`src/rtl/serial_add_pkg.sv`:
```
// ============================================================================
// Module   : serial_add_pkg
// Brief    : Shared types and constants for the bit-serial add sequencer.
// Revision : 1.0 - initial release
// ============================================================================
`default_nettype none

package serial_add_pkg;

    localparam int SA_DEFAULT_WIDTH = 8;

    typedef enum logic [1:0] {
        IDLE = 2'd0,
        RUN  = 2'd1,
        DONE = 2'd2
    } sa_state_e;

endpackage : serial_add_pkg

`default_nettype wire

```
`src/rtl/serial_add_shreg.sv`:
```
// ============================================================================
// Module   : serial_add_shreg
// Brief    : Operand A/B and sum shift registers for the serial adder.
// Revision : 1.0 - initial release
// ============================================================================
`default_nettype none

module serial_add_shreg #(
    parameter int WIDTH = 8
) (
    input  logic             clk,
    input  logic             rst,
    input  logic             load_i,
    input  logic             shift_i,
    input  logic [WIDTH-1:0] a_i,
    input  logic [WIDTH-1:0] b_i,
    input  logic             sum_bit_i,
    output logic             a_lsb_o,
    output logic             b_lsb_o,
    output logic [WIDTH-1:0] sum_o
);

    logic [WIDTH-1:0] a_q, a_d;
    logic [WIDTH-1:0] b_q, b_d;
    logic [WIDTH-1:0] sum_q, sum_d;

    always_comb begin
        a_d   = a_q;
        b_d   = b_q;
        sum_d = sum_q;
        if (load_i) begin
            a_d = a_i;
            b_d = b_i;
        end else if (shift_i) begin
            a_d   = {1'b0, a_q[WIDTH-1:1]};
            b_d   = {1'b0, b_q[WIDTH-1:1]};
            // Sum bits arrive LSB first, so after WIDTH shifts bit 0 sits at bit 0.
            sum_d = {sum_bit_i, sum_q[WIDTH-1:1]};
        end
    end

    always_ff @(posedge clk or negedge rst) begin
        if (!rst) begin
            a_q   <= '0;
            b_q   <= '0;
            sum_q <= '0;
        end else begin
            a_q   <= a_d;
            b_q   <= b_d;
            sum_q <= sum_d;
        end
    end

    assign a_lsb_o = a_q[0];
    assign b_lsb_o = b_q[0];
    assign sum_o   = sum_q;

endmodule : serial_add_shreg

`default_nettype wire

```
`src/rtl/serial_add_seq.sv`:
```
// ============================================================================
// Module   : serial_add_seq
// Brief    : Sequences an external 1-bit full adder through a WIDTH-bit add.
// Revision : 1.0 - initial release
// ============================================================================
`default_nettype none

module serial_add_seq
    import serial_add_pkg::*;
#(
    parameter int WIDTH = SA_DEFAULT_WIDTH
) (
    input  logic             clk,
    input  logic             rst,
    input  logic             in_valid,
    output logic             in_ready,
    input  logic [WIDTH-1:0] in_a,
    input  logic [WIDTH-1:0] in_b,
    input  logic             in_cin,
    output logic             fa_a,
    output logic             fa_b,
    output logic             fa_cin,
    input  logic             fa_sum,
    input  logic             fa_cout,
    output logic             out_valid,
    input  logic             out_ready,
    output logic [WIDTH-1:0] out_sum,
    output logic             out_cout,
    output logic             busy
);

    localparam int                 CNT_W    = $clog2(WIDTH);
    localparam logic [CNT_W-1:0]   LAST_BIT = CNT_W'(WIDTH - 1);

    sa_state_e         state_q;
    logic [CNT_W-1:0]  bit_cnt_q;
    logic              carry_q;
    logic              out_cout_q;

    logic              w_load;
    logic              w_shift;
    logic              w_a_lsb;
    logic              w_b_lsb;

    assign w_load  = (state_q == IDLE) && in_valid;
    assign w_shift = (state_q == RUN);

    serial_add_shreg #(
        .WIDTH (WIDTH)
    ) u_shreg (
        .clk       (clk),
        .rst       (rst),
        .load_i    (w_load),
        .shift_i   (w_shift),
        .a_i       (in_a),
        .b_i       (in_b),
        .sum_bit_i (fa_sum),
        .a_lsb_o   (w_a_lsb),
        .b_lsb_o   (w_b_lsb),
        .sum_o     (out_sum)
    );

    always_ff @(posedge clk or negedge rst) begin
        if (!rst) begin
            state_q    <= IDLE;
            bit_cnt_q  <= '0;
            carry_q    <= 1'b0;
            out_cout_q <= 1'b0;
        end else begin
            case (state_q)
                IDLE: begin
                    if (in_valid) begin
                        carry_q   <= in_cin;
                        bit_cnt_q <= '0;
                        state_q   <= RUN;
                    end
                end
                RUN: begin
                    carry_q   <= fa_cout;
                    bit_cnt_q <= bit_cnt_q + CNT_W'(1);
                    if (bit_cnt_q == LAST_BIT) begin
                        out_cout_q <= fa_cout;
                        state_q    <= DONE;
                    end
                end
                DONE: begin
                    if (out_ready) begin
                        state_q <= IDLE;
                    end
                end
                default: state_q <= IDLE;
            endcase
        end
    end

    // Adder inputs are forced low outside RUN so the cell sees no stale operands.
    assign fa_a      = w_shift & w_a_lsb;
    assign fa_b      = w_shift & w_b_lsb;
    assign fa_cin    = w_shift & carry_q;

    assign in_ready  = (state_q == IDLE);
    assign out_valid = (state_q == DONE);
    assign busy      = (state_q != IDLE);
    assign out_cout  = out_cout_q;

endmodule : serial_add_seq

`default_nettype wire

```
`config.mk`:
```
export PLATFORM = sky130hd
export DESIGN_NAME = serial_add_seq
export DESIGN_NICKNAME = d
export VERILOG_FILES = /design/src/rtl/serial_add_pkg.sv /design/src/rtl/serial_add_shreg.sv /design/src/rtl/serial_add_seq.sv
export SDC_FILE = /design/constraint.sdc
export NUM_CORES = 1
export LEC_CHECK = 0
export ABC_AREA = 0
export CORE_MARGIN = 2
export CORE_UTILIZATION = 35
export DETAILED_ROUTE_END_ITERATION = 16
export GPL_TIMING_DRIVEN = 1
export HOLD_SLACK_MARGIN = 0.03
export MAX_ROUTING_LAYER = met4
export PLACE_DENSITY_LB_ADDON = 0.15
export SYNTH_ARGS = -nofsm -noshare
export SYNTH_HDL_FRONTEND = slang
export SYNTH_SLANG_ARGS = --single-unit
```
`constraint.sdc`:
```
create_clock -name clk -period 1.62 [get_ports clk]
set_input_delay 0.405 -clock clk [delete_from_list [all_inputs] [get_ports clk]]
set_output_delay 0.405 -clock clk [all_outputs]
set_load 0.005 [all_outputs]
```
* Yosys cells after proc, flatten, opt, wreduce, memory -nomap -nowiden
Cells that the tools add are included.
Cells by class: add/sub/neg operators 1, eq/ne operators 6, mux-type cells 12, bitwise gates (word level) 4, reduce and logical (&&, ||, !) cells 9
Operators by type and width (count):
- 8-bit two-way mux | 4
- 2-bit two-way mux | 3
- 2-bit one-hot mux with 3 select lines | 1
- 3-bit one-hot mux with 2 select lines | 1
- 2-bit AND reduction | 3
- 2-bit nonzero test | 3
- 2-bit by 1-bit inequality test with 1-bit output, second input constant | 2
- 3-bit by 1-bit adder with 3-bit output, second input constant | 1
- 1-bit AND | 3
- 3-bit == test, second input constant | 1
- 3-bit two-way mux | 1
- 3-bit AND reduction | 1
- 2-bit by 1-bit == test with 1-bit output, second input constant | 1
- 2-bit == test, second input constant | 1
- 2-bit logical NOT | 1
- 2-bit inequality test, second input constant | 1
- 1-bit one-hot mux with 2 select lines | 1
- 1-bit logical AND | 1
- 1-bit two-way mux | 1
- 1-bit inverter | 1
Storage, ports and cells: register bits after elaboration 31, bits of input ports 23, output and inout port bits 15, word-level logic and storage cells 39

* Logic depth before layout (Yosys ltp)
word-level depth 4, mapped depth 4, gate-level depth less buffers 4

* By module
From an unflattened synthesis, not the netlist that was laid out.
Unflattened totals: cell total of the unflattened synthesis 120, area, all modules 1435.1 um2
Modules (own cells, without submodules):
- serial_add_shreg | times used 1, cells an instance 87, area each 1072.3 um2, seq. area each 600.6 um2
- serial_add_seq | times used 1, cells an instance 33, area each 362.8 um2, seq. area each 175.2 um2

* Least setup slack after synthesis
OpenSTA, ideal clock, no wires.
kind register to output, from register state_q[0], to output port in_ready, data arrival time 971 ps, required time 1215 ps, setup slack 244 ps, cell stages (with the launch flop) 4, cells stage by stage dfrtp_1 > buf_6 > or2_2 > inv_1
On the way: cells in the longest elaborated chain, start to end 1
RTL lines:
- from (decl) | line serial_add_seq.sv:35 | sa_state_e state_q;
- from (signal assigned) | line serial_add_seq.sv:65 | state_q <= IDLE;
- from (signal assigned) | line serial_add_seq.sv:75 | state_q <= RUN;
- from (signal assigned) | line serial_add_seq.sv:83 | state_q <= DONE;
- 2-bit logical NOT | line serial_add_seq.sv:101 | assign in_ready = (state_q == IDLE);
- to (decl) | line serial_add_seq.sv:16 | output logic in_ready,
No other way between the ends.

* Final worst setup path
from register state_q[0], to output port fa_b
On the way: cells in the longest elaborated chain, start to end 2
RTL lines:
- 2-bit by 1-bit == test with 1-bit output | line serial_add_seq.sv:46 | assign w_shift = (state_q == RUN);
- 1-bit AND | line serial_add_seq.sv:98 | assign fa_b = w_shift & w_b_lsb;
- to (decl) | line serial_add_seq.sv:21 | output logic fa_b,
No other way between the ends.

==> summary.txt <==
Pre-antenna DRT Iters: 4
critical path, cell by cell: nor2b_4 > buf_6 > and2_4 > buf_6
largest net degree at the start of global routing: 32
maximum root-to-sink buffer count: 2
post-layout minimum cycle time: 1623 ps
Post-Synthesis Net Count: 140
Initial DRC Count: 56
core area: 4029 um^2
CP Max Fanout: 4
DR vias/cell: 5.249
H-tree levels: 2
Worst-path clk slew: 60 ps
clock sink count: 31
Fin. Hold Viols: 0
slowest CP cell: dfrtp_1
largest family of logic cells by synthesized area: simple AND/OR/NAND/NOR gates
leakage: 0.9285 nW
CP top delay family: flip-flops
WL per Instance: 15.71 um
Area Growth Syn to Fin: 41.12%
WHS: 483.2 ps
CP Class: reg -> out
DR WL met3: 159 um
PwrDens: 1814 nW/um^2
Post-Route WL: 3.410 mm
drt drc: 0
total gr overflow: 0
Critical path buffers and inverters: 2
Synthesis Warnings: 0
Max Used Layer: met4
Die ar.: 4762 um^2
Die W: 69.01 um
Seq cells post-synth: 31
DR vias: 1,139
Final Max Slew Viols: 0
I/O pins: 38
dpl hpwl: 2.283 mm
DR WL met2: 1.609 mm
Cell Rows: 23
number of synthesized flops with an enable pin: 0
Clock Tree Root: clkbuf_8
Relative slew margins: 0.7505
failing checks: negative setup slack
Tot GR Track Use: 0.1602
# fillers: 357
CTS buffer count: 5
Layout Skew: 2.200 ps
CP Launch Type: register
Finish-stage setup viols: 2
HP Class: reg -> reg
r2r startpoint: state_q[1]$_DFFE_PN0P_
proportion of layout cells with a drive suffix above 1: 0.3473
Final Net Count: 193
total power draw: 0.003786 W
antenna fix cells: 0
worst r2r dst: u_shreg.a_q[6]$_DFFE_PN0P_
max-cap viol count: 0
RSZ-0062 raised after global routing: true
Worst VDD drop: 0.6674 mV
r2r worst-path depth: 4
outcome: finished with violations
Slew @ Worst Pin: 374.1 ps
Fmax: 616.3 MHz
insertion delay to the later sink of the worst-skew pair: 280 ps
vias in the first global route: 1,185
prevailing post-synth register cell: dfrtp_1
Synth cell types: 27
Routed met1 length: 1.565 mm
Synth top area share: 0.5245
Post-synth ARST share: 1.000
Die H: 69.01 um
most frequent cells after synthesis: 31 x dfrtp_1, 9 x mux2_2, 9 x o221a_2, 9 x or4b_1, 8 x inv_1
Worst setup EP type: primary output
r2r setup slk: 80 ps
Hold Path Sink: bit_cnt_q[0]$_DFFE_PN0P_
count leader, synth: dfrtp_1
crit share post-route: 1.002
syn avg cell area: 12.86 um^2
Crit path largest cell delay: 420 ps
sequential-to-total area share from yosys stat: 0.5245
Synth Area in Compound Gates: 0.1506
most used cell, CP: buf_6
hold path depth: 1
synthesized instance count: 115
initial core utilization: 0.3671
Simple-Gate Fraction of Synth Area: 0.1667
ranking of synthesized cells by area: dfrtp_1 52%, mux2_2 6.9%, o221a_2 6.9%, or4b_1 6.1%, a222oi_1 2.7%
Synth Cell Area: 1479 um^2
routability cong.: 0.7983
hold path start: bit_cnt_q[0]$_DFFE_PN0P_
Yosys top cell by area: dfrtp_1
first-pass GRT wire length: 5.830 mm
# port buffers: 37
DRT antenna net count: 0
CP Data Arrival Time: 1220 ps
mux share of post-synthesis cell area: 0.07530
CTS tree: built
initial antenna violation count: 0
final setup margin: -2.692 ps
Crit path required time: 1210 ps
xor/xnor cell area share of the yosys netlist: 0
fraction of the mapped netlist area in adder cells: 0.01692
==> how the worst max path moves through the flow <==
stage | startpoint | to | slack (ps) | cells after the start
after detailed placement | in_valid | u_shreg.b_q[5]$_DFFE_PN0P_ | -160 | 4
final | state_q[0]$_DFFE_PN0P_ | fa_b | -3 | 4
after floorplan | state_q[0]$_DFFE_PN0P_ | in_ready | 240 | 3
after global placement | in_valid | u_shreg.b_q[1]$_DFFE_PN0P_ | -140 | 4
after global routing | state_q[0]$_DFFE_PN0P_ | fa_b | -50 | 4
after CTS | state_q[1]$_DFFE_PN0P_ | in_ready | -40 | 3
==> timing repair <==
action	CTS	global route
hold endpoints to repair	0	0
resized for setup	26	9
gates cloned	1	0
endpoints found under the setup margin	6	6
pin swaps	2	2
hold buffers	0	0
buffers inserted	6	0
==> layer usage <==
layer | up-vias | track usage
met4 | 0 | 0.07625
met3 | 9 | 0.03801
met5 | - | -
met2 | 33 | 0.2393
met1 | 562 | 0.2050
li1 | 535 | -
==> stage by stage <==
step                      instances  cell area [um^2]  worst slack (ps)  utilization  TNS [ps]
after floorplan                 115              1479             244.2            -         0
after global placement          204              1947            -140.2       0.4832     -1730
after detailed placement        204              1947            -164.9       0.4832     -2139
after CTS                       217              2092            -40.08       0.5193    -40.08
after global routing            217              2087            -52.56       0.5180    -104.2
final                           217              2087            -2.692       0.5180    -4.529
==> area by class of cell <==
| cell class | instances | area (um^2) | area share |
|---|---|---|---|
| multi-input cells | 66 | 628.1 | 0.3010 |
| clock buffers | 6 | 72.57 | 0.03477 |
| flip-flops and latches | 31 | 777.0 | 0.3723 |
| well taps | 50 | 62.56 | 0.02998 |
| repair buffers | 56 | 516.7 | 0.2476 |
| inverters | 8 | 30.03 | 0.01439 |
==> cell usage in the layout, fill, tap and decap left out, drive strengths merged <==
cell type	instances
nor4bb	2
mux2	9
nor3b	4
dfrtp	31
o21ba	1
or4b	9
nor2b	5
clkdlybuf4s50	31
a21oi	1
clkbuf	8
a222oi	4
a211oi	2
inv	8
and2	3
buf	23
nand2b	4
o21ai	1
nand3b	1
a211o	2
o221a	9
or2	1
nor4b	2
o21bai	1
mux2i	1
a22o	2
ha	2
==> worst register-to-register path: cells and delay by family (launching register included) <==
family | cells | cell delay (ps)
AO/OA/AOI/OAI | 1 | 130
buffers and inverters | 2 | 320
flip-flops | 1 | 450
AND/OR/NAND/NOR | 1 | 530
==> report_power, final <==
part	internal (W)	switching (W)	leakage, nW
registers	0.00115	0.000221	0.363
clock network	0.000285	0.000260	0.0371
logic	0.00117	0.000701	0.528
total	0.00260	0.00118	0.929
==> registers in the layout (all words and copies together), names as in the netlist <==
name,flops
bit_cnt_q,3
carry_q,1
out_cout,1
state_q,2
u_shreg.a_q,8
u_shreg.b_q,8
u_shreg.sum_o,8
==> kinds of logic (layout without fill, tap and decap cells) <==
group | count (synthesis) | count (layout)
muxes | 10 | 10
and+or+nand+nor | 31 | 31
DFF | 31 | 31
AOI/OAI and AO/OA | 23 | 23
buffers and inverters | 18 | 70
adders and majority gates | 2 | 2
Note: power is estimated with default switching activity, not from simulation.
